==> src/rtl/viterbi_chan_err_ctrl_pkg.sv <==
// Shared types, constants and small arithmetic helpers for the Viterbi channel
// error-injection controller.
package viterbi_chan_pkg;

  typedef enum logic [2:0] {IDLE, WATCH, BURST, GUARD, DONE} chan_state_t;

  localparam logic [15:0] LFSR_TAPS = 16'hB400;
  localparam int unsigned CNT_W     = 16;

  // Add a 0..2 increment to a counter, clamping at all-ones.
  function automatic logic [CNT_W-1:0] sat_add(input logic [CNT_W-1:0] a,
                                               input logic [1:0]       inc);
    logic [CNT_W:0] s;
    s = {1'b0, a} + {{(CNT_W - 1){1'b0}}, inc};
    return s[CNT_W] ? '1 : s[CNT_W-1:0];
  endfunction

  function automatic logic [1:0] popcount2(input logic [1:0] m);
    return {1'b0, m[0]} + {1'b0, m[1]};
  endfunction

endpackage

==> src/rtl/viterbi_chan_err_ctrl_lfsr.sv <==
// 16-bit right-shifting Galois LFSR with synchronous load and step enable.
module chan_lfsr16
  import viterbi_chan_pkg::*;
#(
  parameter logic [15:0] RST_VAL = 16'hACE1
) (
  input  logic        clk,
  input  logic        rst,
  input  logic        en_i,
  input  logic        load_i,
  input  logic [15:0] seed_i,
  output logic [15:0] state_o
);

  logic [15:0] r_state;
  logic [15:0] w_next;

  always_comb begin
    w_next = {1'b0, r_state[15:1]} ^ (r_state[0] ? LFSR_TAPS : 16'h0000);
  end

  // Load wins over step so a new run always begins from the seed.
  always_ff @(posedge clk or posedge rst) begin
    if (rst) begin
      r_state <= RST_VAL;
    end else if (load_i) begin
      r_state <= seed_i;
    end else if (en_i) begin
      r_state <= w_next;
    end
  end

  assign state_o = r_state;

endmodule

==> src/rtl/viterbi_chan_err_ctrl.sv <==
// Channel error-injection controller: registers encoder symbols towards the decoder and
// corrupts bounded, guard-separated bursts within a fixed-length run window.
module viterbi_chan_err_ctrl
  import viterbi_chan_pkg::*;
#(
  parameter int unsigned N         = 4,
  parameter int unsigned BURST_LEN = 2,
  parameter int unsigned GAP_LEN   = 3,
  parameter int unsigned MAX_WORDS = 256,
  parameter logic [15:0] LFSR_SEED = 16'hACE1
) (
  input  logic             clk,
  input  logic             rst,
  input  logic             start_i,
  input  logic [1:0]       err_mask_i,
  input  logic             inj_req_i,
  input  logic             enc_valid_i,
  input  logic [1:0]       enc_sym_i,
  output logic             dec_enable_o,
  output logic [1:0]       dec_sym_o,
  output logic             busy_o,
  output logic             done_o,
  output logic             inj_active_o,
  output logic [CNT_W-1:0] word_ct_o,
  output logic [CNT_W-1:0] burst_ct_o,
  output logic [CNT_W-1:0] bad_bit_ct_o
);

  localparam logic [15:0]      TRIG_MASK  = 16'((32'd1 << N) - 32'd1);
  localparam logic [CNT_W-1:0] LAST_WORD  = CNT_W'(MAX_WORDS - 1);
  localparam logic [CNT_W-1:0] BURST_INIT = CNT_W'(BURST_LEN - 1);
  localparam logic [CNT_W-1:0] GAP_INIT   = CNT_W'(GAP_LEN);

  chan_state_t      r_state, w_state_next;
  logic [1:0]       r_mask;
  logic [15:0]      w_lfsr;
  logic [CNT_W-1:0] r_word_ct, r_burst_ct, r_bad_ct;
  logic [CNT_W-1:0] r_burst_left, r_gap_left;
  logic             r_dec_en, r_inj;
  logic [1:0]       r_dec_sym;
  logic             w_start, w_active, w_step, w_trig, w_corrupt, w_last_word;

  chan_lfsr16 #(
    .RST_VAL(LFSR_SEED)
  ) u_lfsr (
    .clk    (clk),
    .rst    (rst),
    .en_i   (w_step),
    .load_i (w_start),
    .seed_i (LFSR_SEED),
    .state_o(w_lfsr)
  );

  always_ff @(posedge clk or posedge rst) begin
    if (rst) begin
      r_state <= IDLE;
    end else begin
      r_state <= w_state_next;
    end
  end

  always_comb begin
    w_state_next = r_state;
    case (r_state)
      IDLE, DONE: begin
        if (start_i) w_state_next = WATCH;
      end
      WATCH: begin
        if (w_step && w_trig) begin
          if (BURST_LEN > 1)    w_state_next = BURST;
          else if (GAP_LEN > 0) w_state_next = GUARD;
        end
      end
      BURST: begin
        if (w_step && r_burst_left == CNT_W'(1)) begin
          w_state_next = (GAP_LEN > 0) ? GUARD : WATCH;
        end
      end
      GUARD: begin
        if (w_step && r_gap_left == CNT_W'(1)) w_state_next = WATCH;
      end
      default: w_state_next = IDLE;
    endcase
    // The window end truncates whatever burst or guard is in progress.
    if (w_step && w_last_word) w_state_next = DONE;
  end

  always_comb begin
    w_active    = (r_state == WATCH) || (r_state == BURST) || (r_state == GUARD);
    w_start     = start_i && ((r_state == IDLE) || (r_state == DONE));
    w_step      = w_active && enc_valid_i;
    w_trig      = (r_state == WATCH) && (inj_req_i || ((w_lfsr & TRIG_MASK) == TRIG_MASK));
    w_corrupt   = enc_valid_i && (w_trig || (r_state == BURST));
    w_last_word = (r_word_ct == LAST_WORD);
  end

  always_ff @(posedge clk or posedge rst) begin
    if (rst) begin
      r_mask       <= 2'b00;
      r_word_ct    <= '0;
      r_burst_ct   <= '0;
      r_bad_ct     <= '0;
      r_burst_left <= '0;
      r_gap_left   <= '0;
    end else if (w_start) begin
      r_mask       <= err_mask_i;
      r_word_ct    <= '0;
      r_burst_ct   <= '0;
      r_bad_ct     <= '0;
      r_burst_left <= '0;
      r_gap_left   <= GAP_INIT;
    end else if (w_step) begin
      r_word_ct <= r_word_ct + CNT_W'(1);
      if (w_trig) begin
        r_burst_ct   <= sat_add(r_burst_ct, 2'd1);
        r_burst_left <= BURST_INIT;
      end else if (r_state == BURST) begin
        r_burst_left <= r_burst_left - CNT_W'(1);
      end
      // Reloaded outside GUARD so the gap count is ready whenever GUARD is entered.
      if (r_state == GUARD) begin
        r_gap_left <= r_gap_left - CNT_W'(1);
      end else begin
        r_gap_left <= GAP_INIT;
      end
      if (w_corrupt) r_bad_ct <= sat_add(r_bad_ct, popcount2(r_mask));
    end
  end

  always_ff @(posedge clk or posedge rst) begin
    if (rst) begin
      r_dec_en  <= 1'b0;
      r_dec_sym <= 2'b00;
      r_inj     <= 1'b0;
    end else begin
      r_dec_en <= enc_valid_i;
      r_inj    <= w_corrupt;
      if (enc_valid_i) r_dec_sym <= enc_sym_i ^ (w_corrupt ? r_mask : 2'b00);
    end
  end

  assign dec_enable_o = r_dec_en;
  assign dec_sym_o    = r_dec_sym;
  assign inj_active_o = r_inj;
  assign busy_o       = w_active;
  assign done_o       = (r_state == DONE);
  assign word_ct_o    = r_word_ct;
  assign burst_ct_o   = r_burst_ct;
  assign bad_bit_ct_o = r_bad_ct;

endmodule
==> config.mk <==
export PLATFORM = sky130hd
export DESIGN_NAME = viterbi_chan_err_ctrl
export DESIGN_NICKNAME = d
export VERILOG_FILES = /design/src/rtl/viterbi_chan_err_ctrl_pkg.sv /design/src/rtl/viterbi_chan_err_ctrl_lfsr.sv /design/src/rtl/viterbi_chan_err_ctrl.sv
export SDC_FILE = /design/constraint.sdc
export NUM_CORES = 1
export LEC_CHECK = 0
export ABC_AREA = 1
export CORE_MARGIN = 3
export CORE_UTILIZATION = 35
export DETAILED_ROUTE_END_ITERATION = 12
export SYNTH_ARGS = -nofsm -noshare
export SYNTH_HDL_FRONTEND = slang
export SYNTH_HIERARCHICAL = 1
export SYNTH_SLANG_ARGS = --single-unit
==> constraint.sdc <==
create_clock -name clk -period 3.55 [get_ports clk]
set_input_delay 0.355 -clock clk [delete_from_list [all_inputs] [get_ports clk]]
set_output_delay 0.355 -clock clk [all_outputs]
set_load 0.03 [all_outputs]
; ---- Word-level counts from Yosys, hierarchy flattened
; Cells that the tools add are included.
[op_classes]
add_sub_neg = 6
eq_ne = 12
muxes = 27
bitwise = 2
reduce_logical = 23
[ops]
columns = cell, count
row1 = 16-bit two-way mux, 20
row2 = "16-bit by 1-bit equality test with 1-bit output, second input constant", 2
row3 = "16-bit by 1-bit subtractor with 16-bit output, second input constant", 2
row4 = "16-bit by 1-bit adder with 17-bit output, second input constant", 1
row5 = 16-bit by 2-bit adder with 17-bit output, 1
row6 = "16-bit by 1-bit adder with 16-bit output, second input constant", 1
row7 = "16-bit by 8-bit equality test with 1-bit output, second input constant", 1
row8 = 15-bit by 16-bit bitwise XOR with 16-bit output, 1
row9 = 3-bit two-way mux, 5
row10 = "3-bit != test, second input constant", 4
row11 = 3-bit case mux with 4 select lines, 1
row12 = 1-bit logical AND, 8
row13 = "3-bit by 2-bit equality test with 1-bit output, second input constant", 2
row14 = 2-bit AND reduction, 3
row15 = 2-bit nonzero test, 3
row16 = 1-bit logical OR, 5
row17 = "4-bit equality test, second input constant", 1
row18 = 4-bit AND reduction, 1
row19 = "3-bit by 1-bit equality test with 1-bit output, second input constant", 1
row20 = "3-bit equality test, second input constant", 1
row21 = 3-bit zero test, 1
row22 = 3-bit nonzero test, 1
row23 = 1-bit by 1-bit adder with 2-bit output, 1
row24 = 2-bit two-way mux, 1
row25 = 2 further kinds, 2
[word_totals]
reg_bits = 105
out_inout_bits = 54
elab_cells = 81

; ---- Depth between registers and ports, before layout
; Gate-level depths: netlist (run 1).
[depth]
word_depth = 8
depth_mapped = 13
depth_no_buf = 13

; ---- By module
; The synthesis (run 1) kept the hierarchy.
[modules_own_cells]
columns = mod, n_inst, cells_each, area_per_inst_um2
row1 = viterbi_chan_err_ctrl, 1, 728, 5315.1
row2 = chan_lfsr16, 1, 101, 788.3

; ---- Worst setup path after synthesis (run 1)
; OpenSTA, ideal clock, no wires.
[synth_timing]
kind = reg2reg
from = register r_bad_ct[0], in the netlist bad_bit_ct_o[0]
to = register r_bad_ct[8], in the netlist bad_bit_ct_o[8]
arrival_ns = 2.268
slack_ns = 1.199
stages_incl_launch_ff = 13
period_less_slack_ns = 2.351
path_cell_list = dfrtp_1 inv_1 fa_1 inv_1 ha_1 nand3_1 nor2_1 nand2_1 nor2_2 nand2_1 nor2_1 o21ai_0 o21ai_0
[synth_between]
elab_chain_len = 5
[synth_rtl]
columns = element, line_no
row1 = from (decl), viterbi_chan_err_ctrl.sv:37  ; logic [CNT_W-1:0] r_word_ct, r_burst_ct, r_bad_ct;
row2 = from (signal assigned), viterbi_chan_err_ctrl.sv:126  ; if (w_corrupt) r_bad_ct <= sat_add(r_bad_ct, popcount2(r_mask));
row3 = 16-bit by 2-bit adder with 17-bit output, viterbi_chan_err_ctrl_pkg.sv:14  ; s = {1'b0, a} + {{(CNT_W - 1){1'b0}}, inc};
row4 = 16-bit two-way mux, viterbi_chan_err_ctrl_pkg.sv:15  ; return s[CNT_W] ? '1 : s[CNT_W-1:0];
row5 = 16-bit two-way mux, viterbi_chan_err_ctrl.sv:126
row6 = 16-bit two-way mux, viterbi_chan_err_ctrl.sv:112  ; end else if (w_step) begin
row7 = 16-bit two-way mux, viterbi_chan_err_ctrl.sv:105  ; end else if (w_start) begin
; Every way passes these cells. The select of a mux whose other input is x is not followed.
; A chain may end at the register's enable or synchronous reset.

; ---- Worst setup path in the final report (run 1)
[layout_timing]
from = register r_mask[0]
to = register r_bad_ct[8], in the netlist bad_bit_ct_o[8]
[layout_between]
elab_chain_len = 6
[layout_rtl]
columns = element, line_no
row1 = from (decl), viterbi_chan_err_ctrl.sv:35  ; logic [1:0] r_mask;
row2 = from (signal assigned), viterbi_chan_err_ctrl.sv:106  ; r_mask <= err_mask_i;
row3 = 1-bit by 1-bit adder with 2-bit output, viterbi_chan_err_ctrl_pkg.sv:19  ; return {1'b0, m[0]} + {1'b0, m[1]};
row4 = 16-bit by 2-bit adder with 17-bit output, viterbi_chan_err_ctrl_pkg.sv:14
row5 = 16-bit two-way mux, viterbi_chan_err_ctrl_pkg.sv:15
row6 = 16-bit two-way mux, viterbi_chan_err_ctrl.sv:126
row7 = 16-bit two-way mux, viterbi_chan_err_ctrl.sv:112
row8 = 16-bit two-way mux, viterbi_chan_err_ctrl.sv:105
; Every way passes these cells. The select of a mux whose other input is x is not followed.

==> flow_summary.ini, run 1 <==
[pwr]
vdd_drop_max_mv = 0.358
power.leakage_nw = 3.49
power_density_nw_per_um2 = 788

[timing]
fin_setup_tns_ps = 0
hold_slack_ps = 439
tightest_slew_ps = 672
period_share = 0.712
slew_viol_final = 0
finalSetupViolCount = 0
fin_skew_ps = 13.7
clock.fmax_mhz = 396
rsz0062_at_grt = no
hold_violations = 0
slew_headroom = 0.550
period_needed_ps = 2530

[yosys]
yosysSeqAreaShare = 0.432
synth_ff_type = dfrtp_1
yosys.area_share.adder = 0.0176
muxShareOfSynthArea = 0
avgSynthCellArea_sq_um = 7.36
synth.top_cell.area_share = 0.398
synth_most_common_cell = nand2_1
synth_warnings = 6
synth_edf_count = 0
synth_top_family_by_area = simple AND/OR/NAND/NOR gates
ys_ff_latch = 105
synth_area_leaders = dfrtp_1 40%, nand2_1 13%, nand3_1 7.3%
synth_simple_gate_area_share = 0.328
syn_inst = 829
synth.distinct_cells = 40
syn_area_sq_um = 6100
synth_compound_area_frac = 0.0966
synth-xor-area-share = 0.0431
synth_commonest_cells = 212 x nand2_1, 97 x dfrtp_1, 97 x nor2_1
ys_async_sr_fraction = 1.00
yosys.area.top_type = dfrtp_1

[route]
num_vias = 5454
drc = 0
drt_iter0_drc = 347
antenna_left = 0
viasPerCell = 4.83
dr.pass1.iters = 5
wirelength_microns = 14700
wl_per_cell_microns = 13.0

[critical_path]
crit_type = register to register
worstPathMaxFanout = 7
crit_path_end_kind = register
required_ps = 3810
cp.arrival_ps = 2790
start_kind = register
r2r_start = r_mask[0]$_DFFE_PP0P_
r2r_slack_ps = 1020
r2r-end = bad_bit_ct_o[8]$_DFFE_PP0P_
r2r_cells = 12

[cts]
cts.sinks = 105
cts_tree = yes
htreeDepth = 3
cts_max_path_buffers = 2
clkTransAtPathRegs_ps = 70
clock_latency_ps = 360
postCtsHoldBufs = 0
cts_buffers = 9
root_buffer = clkbuf_16
postCtsResizedCells = 0
cts_setup_buffers = 0

[floorplanning]
fp.dieH_microns = 138
start_util = 0.363
die_x_microns = 138
dieArea_sq_um = 19100
rows = 47
design.core.area_sq_um = 16800
boundaryPins = 63

[global_routing]
grt_pass1_wl_microns = 25500
antenna_found_initial = 0
track_usage = 0.158
busiest_layer = met2
grt_overflow = 0
grt_max_degree = 50
grt_pass1_vias = 5153
grtUsageMet1 = 0.219
use_met3 = 0.0245
grtUsageMet2 = 0.256

[layout]
areaGrowthSynthToFinish_pct = 19.1
layout-drive-gt1-share = 0.0616
nets = 921
diodes = 0
num-fill-cells = 1753

[flow_run]
cap_violations = 0

[place]
port_buffers = 62
dpl.hpwl_microns = 10400
place.gp.congestion = 0.813

[status]
status = finished, final reports clean

[worst_hold_path]
min_path_type = input pin to asynchronous set/reset pin
layout make-up:
class,instances,area [sq um],area share
clock buffer,13,260,0.0358
clock inverter,3,25.0,0.00344
inverter,102,385,0.0530
multi-input combinational,620,3020,0.416
sequential,105,2640,0.363
tap,220,275,0.0379
timing repair buffer,66,663,0.0912
state kept, by name, indices dropped and copies added (netlist names):
| register | flops |
|---|---|
| word_ct_o | 16 |
| dec_enable_o | 1 |
| burst_ct_o | 16 |
| bad_bit_ct_o | 16 |
| r_gap_left | 16 |
| inj_active_o | 1 |
| r_burst_left | 16 |
| u_lfsr/state_o | 16 |
| r_state | 3 |
| dec_sym_o | 2 |
| r_mask | 2 |
metrics by stage:
stage	setup WS (ps)	instance area [sq um]	instances	power (mW)	util
final	1020	7270	1129	5.72	0.432
after global routing	693	7270	1129	6.24	0.432
after CTS	994	7270	1129	5.79	0.432
after detailed placement	956	6980	1113	4.77	0.415
after global placement	1010	6980	1113	4.75	0.415
after floorplan	888	6160	843	3.97	-
power breakdown:
| group | internal (mW) | total [mW] | leakage (nW) | switching [mW] |
|---|---|---|---|---|
| Combinational | 0.972 | 2.70 | 1.98 | 1.73 |
| Clock | 0.518 | 0.976 | 0.136 | 0.457 |
| Sequential | 1.64 | 2.05 | 1.37 | 0.406 |
| Total | 3.13 | 5.72 | 3.49 | 2.59 |
logic make-up (layout without fill, tap and decap cells):
kind of cell	count (synthesis)	after routing
and+or+nand+nor	456	456
adders and majority gates	8	8
other	2	16
xor gates and xnor gates	30	30
buffers and inverters	118	184
AOI/OAI and AO/OA	110	110
DFF	105	105
worst max path at each step:
stage	from	to	slack [ps]	cells after the start
finish	r_mask[0]$_DFFE_PP0P_	bad_bit_ct_o[8]$_DFFE_PP0P_	1020	12
detailed placement	enc_valid_i	word_ct_o[13]$_DFFE_PP0P_	960	8
floorplan	rst	bad_bit_ct_o[0]$_DFFE_PP0P_	890	1
global placement	enc_valid_i	word_ct_o[13]$_DFFE_PP0P_	1010	8
CTS	r_mask[0]$_DFFE_PP0P_	bad_bit_ct_o[8]$_DFFE_PP0P_	990	12
global route	r_mask[0]$_DFFE_PP0P_	bad_bit_ct_o[8]$_DFFE_PP0P_	690	12
critical path, cell delays in order (launching register included):
cell     delay [ps]
dfrtp_1         370
inv_1            80
fa_1            400
inv_1           110
ha_1            200
nand3_1         120
nor2_1          140
nand2_1         120
nor2_2          180
nand2_1         130
nor2_1          330
o21ai_0         140
o21ai_0         110
placed cells by master, fill, tap and decap left out, types with 2 or more instances in the layout:
master           netlist  layout
dfstp_2                8       8
xor2_1                29      29
nor2_4                 5       5
clkinv_4               0       2
dfrtp_1               97      97
nor2_1                97      97
nand3_1               89      89
nor2_2                 5       5
a211oi_1               3       3
o21ai_0               61      61
clkbuf_1               1       2
conb_1                 2      16
nand3b_1               3       3
inv_2                  7       7
nand2_2                6       6
clkdlybuf4s50_1        0      62
nand2_1              212     212
nor3_1                16      16
inv_1                 94      93
buf_4                  4       3
a21oi_1               20      20
a31oi_1                4       4
clkbuf_8               0       2
o211ai_1               2       2
o21ai_1               14      14
ha_1                   7       7
clkbuf_16              0       9
o22ai_1                3       3
nand4_1               16      16
metal layers:
layer	part of all wire	vias up
met5	0	-
li1	-	2811
met1	0.49	2526
met3	0.038	10
met4	0.011	0
met2	0.46	107
(Power assumes the default switching activity.)
==> run 2: changes to the inputs <==
Clock period 3.55 ns to 2.4 ns, I/O delays scaled along.
==> run 2 against run 1 <==
  * Register-to-register slack worse by 800 ps
  * Maximum frequency is 16% higher
  * Total power is 49% higher
  * Utilization is 0.90 points higher
  * Clock power is 50% higher
  * Sequential power is 48% higher
==> flow_summary.ini, run 2 (synthesized netlist as in run 1, its figures left out) <==
[global_routing]
grt_pass1_wl_microns = 25300
grt_pass1_vias = 5081
grt_max_degree = 90
track_usage = 0.157
grt_overflow = 0
antenna_found_initial = 0

[floorplanning]
die_x_microns = 138
design.core.area_sq_um = 16800
rows = 47
boundaryPins = 63
start_util = 0.363
fp.dieH_microns = 138
dieArea_sq_um = 19100

[cts]
clock_latency_ps = 350
cts_max_path_buffers = 2
clkTransAtPathRegs_ps = 70
cts.sinks = 105
htreeDepth = 3
cts_buffers = 9
cts_tree = yes
root_buffer = clkbuf_16

[critical_path]
r2r-end = bad_bit_ct_o[8]$_DFFE_PP0P_
r2r_start = bad_bit_ct_o[0]$_DFFE_PP0P_
required_ps = 2670
cp.arrival_ps = 2460
crit_path_end = bad_bit_ct_o[8]$_DFFE_PP0P_
crit_type = register to register
startpoint = bad_bit_ct_o[0]$_DFFE_PP0P_
worstPathMaxFanout = 7
crit_path_end_kind = register
r2r_cells = 13
r2r_slack_ps = 220
start_kind = register

[route]
wl_met3_microns = 433
num_vias = 5422
antenna_left = 0
drt_iter0_drc = 367
viasPerCell = 4.75
wl_per_cell_microns = 12.5
dr.pass1.iters = 4
top_layer_used = met4
drc = 0
wl_met2_microns = 6640
wirelength_microns = 14300
met1_length_microns = 7100

[layout]
layout_common_cells = 210 x nand2_1, 97 x dfrtp_1, 96 x nor2_1, 92 x inv_1, 88 x nand3_1
diodes = 0
mostFrequentLayoutCell = nand2_1
layoutNonFillerInstCount = 1141
nets = 934
areaGrowthSynthToFinish_pct = 21.6
stdcell_area_sq_um = 7420
layout-drive-gt1-share = 0.0803

[place]
port_buffers = 62
dpl.cell_count = 1123
dpl.hpwl_microns = 10200
place.gp.congestion = 0.822
dpl_cell_area_sq_um = 7070

[pwr]
fin_total_pwr_mw = 8.53
vdd_drop_max_mv = 0.681
power.leakage_nw = 3.57
power_density_nw_per_um2 = 1150

[timing]
fin_skew_ps = 10.1
finalSetupViolCount = 0
period_share = 0.909
hold_violations = 0
slew_viol_final = 0
period_needed_ps = 2180
tightest_slew_ps = 593
clock.fmax_mhz = 458
slew_headroom = 0.603

[flow_run]
cap_violations = 0

[status]
status = finished, final reports clean

[worst_hold_path]
min_path_type = input pin to asynchronous set/reset pin
run 2: cell count changes in the layout (fill, tap and decap cells not counted), moves of 2 or more:
cell / previous run / this run
nand2_1: 212 / 210
clkbuf_8: 2 / 0
nor2_4: 5 / 7
nand2_2: 6 / 8
buf_4: 3 / 15
run 2: per-stage QoR:
step / setup TNS [ps] / util / setup WS, ps / hold slack [ps]
after floorplan: 0 / - / 49.2 / 148
after global placement: 0 / 0.420 / 128 / 465
after detailed placement: 0 / 0.420 / 51.7 / 471
after CTS: 0 / 0.438 / 4.38 / 345
after global routing: -20.2 / 0.441 / -18.7 / 401
final: 0 / 0.441 / 218 / 335
run 2: per-layer routing:
metal	vias to the layer above	global-route usage
li1	2841	-
met1	2503	0.217
met2	68	0.254
met3	10	0.0318
met4	0	0.0364
met5	-	0
run 2: layout make-up:
class	count	area, sq um
inverter	102	387
tap	220	275
multi-input combinational	620	3060
fill	1712	9400
clock buffer	11	233
timing repair buffer	79	776
clock inverter	4	55.1
sequential	105	2640
run 2: timing repair:
item,in CTS,in global routing
buffers inserted,0,3
endpoints found under the setup margin,0,17
gates resized for setup,0,10
hold buffers,0,0
run 2: worst min path at each step:
stage	endpoint	startpoint
floorplan	u_lfsr/state_o[12]$_DFFE_PP0P_	rst
global placement	u_lfsr/state_o[3]$_DFFE_PP0P_	u_lfsr/state_o[4]$_DFFE_PP0P_
detailed placement	u_lfsr/state_o[3]$_DFFE_PP0P_	u_lfsr/state_o[4]$_DFFE_PP0P_
CTS	u_lfsr/state_o[12]$_DFFE_PP0P_	rst
global route	u_lfsr/state_o[12]$_DFFE_PP0P_	rst
finish	u_lfsr/state_o[12]$_DFFE_PP0P_	rst
run 2: critical path, cell delays in order, from the launching register on:
cell and delay [ps]:
dfrtp_1 360, inv_1 80, fa_1 430, inv_2 100, ha_4 140, nand3_2 110
nor2_4 140, nand2_2 90, nor2_4 170, nand2_2 80, nor2_1 100, buf_4 150
o21ai_0 90, o21ai_0 70
run 2: report_power, final:
part	internal (mW)	switching, mW
registers	2.43	0.599
clock network	0.808	0.652
logic	1.50	2.54
total	4.74	3.79
